<file path="config.mk">
export PLATFORM = sky130hd
export DESIGN_NAME = lamp_sequence_monitor
export DESIGN_NICKNAME = d
export VERILOG_FILES = /design/src/rtl/lamp_sequence_monitor.sv
export SDC_FILE = /design/constraint.sdc
export NUM_CORES = 1
export LEC_CHECK = 0
export CAP_MARGIN = 0
export CORE_ASPECT_RATIO = 1.5
export CORE_UTILIZATION = 60
export CTS_BUF_LIST = sky130_fd_sc_hd__clkbuf_4 sky130_fd_sc_hd__clkbuf_8
export DETAILED_ROUTE_END_ITERATION = 7
export HOLD_SLACK_MARGIN = 0.03
export PLACE_DENSITY = 0.89
export SLEW_MARGIN = 20
export SYNTH_ARGS = -nofsm -noshare
export SYNTH_HDL_FRONTEND = slang
export SYNTH_SLANG_ARGS = --single-unit
</file>
<file path="constraint.sdc">
create_clock -name clock -period 4.81 [get_ports clock]
set_clock_uncertainty 0.1 [all_clocks]
set_input_delay 0.481 -clock clock [delete_from_list [all_inputs] [get_ports clock]]
set_output_delay 0.481 -clock clock [all_outputs]
set_load 0.01 [all_outputs]
</file>
<file path="src/rtl/lamp_sequence_monitor.sv">
// lamp_sequence_monitor
//   Checks the one-hot lamp bus from the 4-lamp cyclic sequencer. It confirms
//   the RED->GREEN->YELLOW->BLUE cycle, counts completed laps, and raises
//   sticky error bits for illegal patterns, out-of-order steps and stuck lamps.
// Ports
//   clock       posedge system clock
//   reset       asynchronous active-high reset, clears all state
//   light[0:3]  lamp bus R,G,Y,B (RED=1000 GREEN=0100 YELLOW=0010 BLUE=0001)
//   clear       sync pulse, clears sticky error bits (a new error wins)
//   locked      1 while tracking a valid sequence
//   lap_count   completed laps (BLUE->RED while locked), wraps
//   err_illegal sticky: non-one-hot pattern while locked
//   err_order   sticky: legal but wrong next pattern while locked
//   err_stuck   sticky: pattern held more than STUCK_MAX samples
//   fault       combinational OR of the error bits
module lamp_sequence_monitor #(
  parameter int unsigned STUCK_MAX = 4,
  parameter int unsigned CNT_W     = 8
) (
  input  logic             clock,
  input  logic             reset,
  input  logic [0:3]       light,
  input  logic             clear,
  output logic             locked,
  output logic [CNT_W-1:0] lap_count,
  output logic             err_illegal,
  output logic             err_order,
  output logic             err_stuck,
  output logic             fault
);

  localparam int unsigned HOLD_W = $clog2(STUCK_MAX + 2);
  localparam logic [HOLD_W-1:0] HOLD_SAT = HOLD_W'(STUCK_MAX + 1);
  localparam logic [HOLD_W-1:0] HOLD_LIM = HOLD_W'(STUCK_MAX);

  localparam logic [0:3] RED    = 4'b1000;
  localparam logic [0:3] GREEN  = 4'b0100;
  localparam logic [0:3] YELLOW = 4'b0010;
  localparam logic [0:3] BLUE   = 4'b0001;

  typedef enum logic {SYNC, LOCK} state_t;

  state_t            state, state_nxt;
  logic [0:3]        last, last_nxt;
  logic [HOLD_W-1:0] hold, hold_nxt, hold_inc;
  logic [CNT_W-1:0]  lap_nxt;
  logic [0:3]        next_pat;
  logic              locked_nxt;
  logic              new_ill, new_ord, new_stk;
  logic              ill_nxt, ord_nxt, stk_nxt;

  // State and registered outputs
  always_ff @(posedge clock or posedge reset) begin
    if (reset) begin
      state       <= SYNC;
      last        <= 4'b0000;
      hold        <= '0;
      lap_count   <= '0;
      locked      <= 1'b0;
      err_illegal <= 1'b0;
      err_order   <= 1'b0;
      err_stuck   <= 1'b0;
    end else begin
      state       <= state_nxt;
      last        <= last_nxt;
      hold        <= hold_nxt;
      lap_count   <= lap_nxt;
      locked      <= locked_nxt;
      err_illegal <= ill_nxt;
      err_order   <= ord_nxt;
      err_stuck   <= stk_nxt;
    end
  end

  // Next-state, counters and error detection
  always_comb begin
    state_nxt = state;
    last_nxt  = last;
    hold_nxt  = hold;
    lap_nxt   = lap_count;
    new_ill   = 1'b0;
    new_ord   = 1'b0;
    new_stk   = 1'b0;

    unique case (last)
      RED:     next_pat = GREEN;
      GREEN:   next_pat = YELLOW;
      YELLOW:  next_pat = BLUE;
      default: next_pat = RED;
    endcase

    hold_inc = (hold == HOLD_SAT) ? hold : hold + HOLD_W'(1);

    unique case (state)
      SYNC: begin
        if (light == RED) begin
          state_nxt = LOCK;
          last_nxt  = RED;
          hold_nxt  = HOLD_W'(1);
        end
      end
      LOCK: begin
        if (light == last) begin
          hold_nxt = hold_inc;
          if (hold_inc > HOLD_LIM) begin
            new_stk   = 1'b1;
            state_nxt = SYNC;
          end
        end else if (light == next_pat) begin
          last_nxt = light;
          hold_nxt = HOLD_W'(1);
          if (last == BLUE) lap_nxt = lap_count + CNT_W'(1);
        end else if (!$onehot(light)) begin
          new_ill   = 1'b1;
          state_nxt = SYNC;
        end else begin
          new_ord   = 1'b1;
          state_nxt = SYNC;
        end
      end
      default: state_nxt = SYNC;
    endcase

    // A fresh error on the clearing edge keeps its bit set
    ill_nxt    = (err_illegal & ~clear) | new_ill;
    ord_nxt    = (err_order   & ~clear) | new_ord;
    stk_nxt    = (err_stuck   & ~clear) | new_stk;
    locked_nxt = (state_nxt == LOCK);
  end

  assign fault = err_illegal | err_order | err_stuck;

endmodule

</file>
# After elaboration in Yosys (flattened, before gate mapping)
# Cells that the tools add are included.
[op_classes] n_addsub=5 order_cmp=1 eq_ne=13 mux=26 bitwise=11 n_reduce_logical=3
[op_table] cell="1-bit 2-to-1 mux" count=15
[op_table] cell="3-bit 2-to-1 mux" count=4
[op_table] cell="4-bit 2-to-1 mux" count=3
[op_table] cell="4-bit case mux with 3 select lines" count=1
[op_table] cell="8-bit by 1-bit adder with 8-bit output (second input constant)" count=1
[op_table] cell="4-bit == test" count=2
[op_table] cell="4-bit == test (second input constant)" count=2
[op_table] cell="4-bit case mux with 2 select lines" count=1
[op_table] cell="3-bit case mux with 2 select lines" count=1
[op_table] cell="1-bit bitwise OR" count=5
[op_table] cell="1-bit by 1-bit adder with 2-bit output" count=2
[op_table] cell="4-bit by 1-bit == test with 1-bit output (second input constant)" count=1
[op_table] cell="4-bit by 2-bit == test with 1-bit output (second input constant)" count=1
[op_table] cell="4-bit by 3-bit == test with 1-bit output (second input constant)" count=1
[op_table] cell="2-bit inequality test (second input constant)" count=2
[op_table] cell="4-bit AND reduction" count=1
[op_table] cell="2-bit by 2-bit adder with 3-bit output" count=1
[op_table] cell="3-bit by 1-bit adder with 3-bit output (second input constant)" count=1
[op_table] cell="1-bit AND" count=3
[op_table] cell="3-bit by 1-bit == test with 1-bit output (second input constant)" count=1
[op_table] cell="3-bit == test (second input constant)" count=1
[op_table] cell="3-bit > comparator (second input constant)" count=1
[op_table] cell="3-bit by 1-bit inequality test with 1-bit output (second input constant)" count=1
[op_table] cell="1-bit NOT" count=3
[op_table] cell="4 further kinds" count=4
[totals] ff_bits=19 out_inout_bits=13 word_cells=66

# Longest topological paths before layout
[depth] depth_word=8 mapped_depth=8

# Worst setup path before layout
# Ideal clock, no wire load.
[synth_timing] kind="in2reg" start="input port light[3] (netlist name)" end="register err_illegal" setup_ns=0.101 arrival_ns=1.889 slack_ns=2.721 cell_stages=8 cell_sequence="inv_1 > fa_1 > inv_1 > ha_1 > ha_1 > nor2_1 > and2_1 > o32ai_1"
[synth_between] elab_chain_len=8 word_cells_on_any_way=10
[synth_rtl] element="start: declaration" line="22" rtl="input logic [0:3] light,"
[synth_rtl] element="1-bit by 1-bit adder with 2-bit output (not written as such)" line="113" rtl="end else if (!$onehot(light)) begin"
[synth_rtl] element="2-bit by 2-bit adder with 3-bit output (not written as such)" line="113"
[synth_rtl] element="3-bit by 1-bit == test with 1-bit output" line="113"
[synth_rtl] element="1-bit 2-to-1 mux" line="113"
[synth_rtl] element="1-bit 2-to-1 mux" line="109" rtl="end else if (light == next_pat) begin"
[synth_rtl] element="1-bit 2-to-1 mux *" line="103" rtl="if (light == last) begin"
[synth_rtl] element="1-bit 2-to-1 mux *" line="94" rtl="unique case (state)"
[synth_rtl] element="1-bit bitwise OR *" line="125" rtl="ill_nxt = (err_illegal & ~clear) | new_ill;"
[synth_rtl] element="net ill_nxt" line="50" rtl="logic ill_nxt, ord_nxt, stk_nxt;"
[synth_rtl] element="end signal: assignment" line="69" rtl="err_illegal <= ill_nxt;"
[synth_rtl] element="end: declaration" line="26" rtl="output logic err_illegal,"
# Mark *: on every way through the listed nets, which the timed path passes. The rest lies on a longest branch.
# A chain may end at the register's enable or synchronous reset.

# Final worst setup path
# Ends and elaborated chain as after synthesis.

==> impl_results.md <==
* Routability Congestion at 0.813
* Height of the chip at 60.2 µm
* Drt pass-1 iters at 4
* CTS resizes at 0
* Final setup violation count at 0
* Worst skew pair latency at 0.30 ns
* TritonCTS clock tree: yes
* I/O Buffers at 19
* Netlist cell types at 43
* PwrDens at 223 mW/mm²
* GRT overflow at 0
* Vias per std cell at 6.12
* Top-count cell post-synth: dfrtp_1
* Seq/Total Area, Yosys at about a third
* Psw at approximately 0.11 mW
* WP data required at approximately 5 ns
* Clk root buf: clkbuf_4
* # DRC at 0
* Top post-synthesis cells by count: dfrtp_1, inv_1, nor2_1
* # diodes at 0
* Synth top area share at 35.1%
* Total wire length at approximately 2.5 mm
* Die area at approximately 0.0025 mm²
* Max Cap Violations at 0
* Number of global-route vias before repair at 1000
* Lkg Pwr at around 0.69 nW
* Critical path, cell by cell: clkdlybuf4s50_1, inv_1, fa_1, inv_1, ha_1, ha_1, nor2_1, and2_1, o32ai_1
* CORE AREA at a little over 0.002 mm²
* Fraction of registers with async set/reset at between 90% and 100%
* Clock Power Share at approximately 25%
* First-pass GRT wire length at between 4 and 5 mm
* CP max stage delay at 0.61 ns
* Register share of total power at 51.1%
* CTS sink cnt at 19
* CTS max path bufs at 2
* Syn_nets at ~150
* Largest net degree at the start of global routing at 20
* R2R Setup Slk at approximately 2.5 ns
* Final Slew Violations at 0
* Actual slew at the worst max-slew pin at between 0.7 and 0.8 ns
* Synth area leaders: dfrtp_1, ha_1, xor2_1
* Logic pwr share at a little under a quarter
* Fmax at roughly 0.4 GHz
* Share of layout cells above drive strength 1 at between 10 and 15%
* Per-cell routed wire length at about 15 µm
* Main flop type after synthesis: dfrtp_1
* Rel. slew slack at about half
* Switching share of total power at a little under a third
* Post-CTS Setup Repair Bufs at 0
* Final core utilization at 75.2%
* Peak supply drop at around 0.21 mV
* Initial Utilization at between 60% and 70%
* Hold-fix buffers, CTS at 0
* Critical path type: in -> reg
* Post-Syn Area at around 0.0014 mm²
* Synth Register Bits at 19
* Startpoint types: input port
* Final setup TNS at 0 ns
* Tightest Hold Check Type: reg -> reg
* Worst-path clk slew at about 0.11 ns
* Post-route minimum period at 2.56 ns
* HPWL Detailed at 1.98 mm
* IO Pins at 20
* Final period utilization at approximately 53%
* Synth Instances at ~130
* CP max FO at 5
* Status: finished, final reports clean
* Crit-path slowest cell: clkdlybuf4s50_1
* Setup crit end kind: register
* Total CTS buffers at 3
* Ys Warns at 0
* Initial antenna violation count at 0
* Post-synth top area cell: dfrtp_1
* RSZ-0062 raised after global routing: false
* Worst Path Arrival at 2.66 ns
* Mean Syn Cell Area at 10.3 µm²
* H-Tree Depth at 1
* Vias at 1047
* Fin nets at approximately 160
* Post-route ant nets at 0
* Final hold violations at 0
* Iter 0 DRT Violations at 32
* Overall die width at between 40 and 50 µm
* Row count at 20
* Number of synthesized flops with an enable pin at 0
* Layout area overhead at 15.2%
* Int Pwr at 0.239 mW
* All-Layer GR Usage at about a quarter
## routing by layer
layer / track usage, % / wire, µm / vias up
met5: 0 / 0 / -
met4: 14.8 / 82 / 0
met3: 2.23 / 50 / 7
met2: 44.9 / 1440 / 23
met1: 26.3 / 957 / 522
li1: - / - / 495
## cells in the final DEF, fill, tap and decap left out, types with 3 or more instances in the layout
| cell type | Yosys | routed |
|---|---|---|
| nor4b_1 | 4 | 4 |
| inv_1 | 10 | 10 |
| clkbuf_4 | 0 | 4 |
| ha_1 | 6 | 6 |
| nand2b_1 | 4 | 4 |
| nor4_2 | 4 | 4 |
| xor2_2 | 3 | 3 |
| clkdlybuf4s50_1 | 0 | 19 |
| nand3_1 | 6 | 6 |
| o32ai_1 | 3 | 3 |
| mux2i_1 | 4 | 4 |
| dfrtp_1 | 19 | 19 |
| xor2_1 | 8 | 8 |
| nand2_1 | 6 | 6 |
| nor2_1 | 10 | 10 |
## power by group through the flow
stage          Combinational [mW]  Sequential (mW)  Clock (mW)
6_report                   0.0822            0.178      0.0882
5_1_grt                    0.0923            0.180      0.0945
4_1_cts                    0.0830            0.178      0.0893
3_5_place_dp               0.0823            0.181           0
3_3_place_gp               0.0793            0.180           0
2_1_floorplan              0.0692            0.174           0
## final timing paths
| check | from | to | cells past startpoint |
|---|---|---|---|
| max reg2reg | last[2] | last[1] | 5 |
| min reg2reg | lap_count[7] | lap_count[7] | 1 |
| max | light[3] | err_illegal | 9 |
| min | lap_count[7] | lap_count[7] | 1 |
| min in group asynchronous | reset | lap_count[1] | 2 |
| max in group asynchronous | reset | last[3] | 2 |
## sequential cells by signal, summed over array words and instances (netlist names)
name,count
last,4
err_stuck,1
err_order,1
hold,3
err_illegal,1
lap_count,8
state,1
## per-stage QoR
step | instance area, µm² | power, mW | std cells | worst slack (ns) | hold WS, ns
2_1_floorplan | 1360 | 0.243 | 132 | 2.72 | 0.332
3_3_place_gp | 1530 | 0.260 | 167 | 1.98 | 0.357
3_5_place_dp | 1530 | 0.263 | 167 | 1.93 | 0.362
4_1_cts | 1560 | 0.350 | 171 | 2.25 | 0.377
5_1_grt | 1560 | 0.366 | 171 | 2.12 | 0.406
6_report | 1560 | 0.348 | 171 | 2.25 | 0.369
## cell type report
| type | instances | area [µm²] |
|---|---|---|
| inverters | 11 | 41.3 |
| fillers | 157 | 515 |
| multi-input cells | 95 | 790 |
| flip-flops and latches | 19 | 475 |
| well taps | 22 | 27.5 |
| clock buffers | 4 | 30.0 |
| repair buffers | 20 | 198 |
## critical path: cells and delay by family
| family | cells | cell delay (ns) |
|---|---|---|
| fa+ha+maj | 3 | 0.98 |
| compound gates | 1 | 0.22 |
| buf+inv | 3 | 0.79 |
| simple gates | 2 | 0.19 |
## kinds of logic after synthesis
logic type	after synthesis	synth area share (%)
simple gates	55	29.3
fa+ha+maj	7	7.02
compound gates	16	8.59
xor+xnor	11	8.77
flops	19	35.1
mux	6	4.62
buf+inv	18	6.65
(Power assumes the default switching activity.)
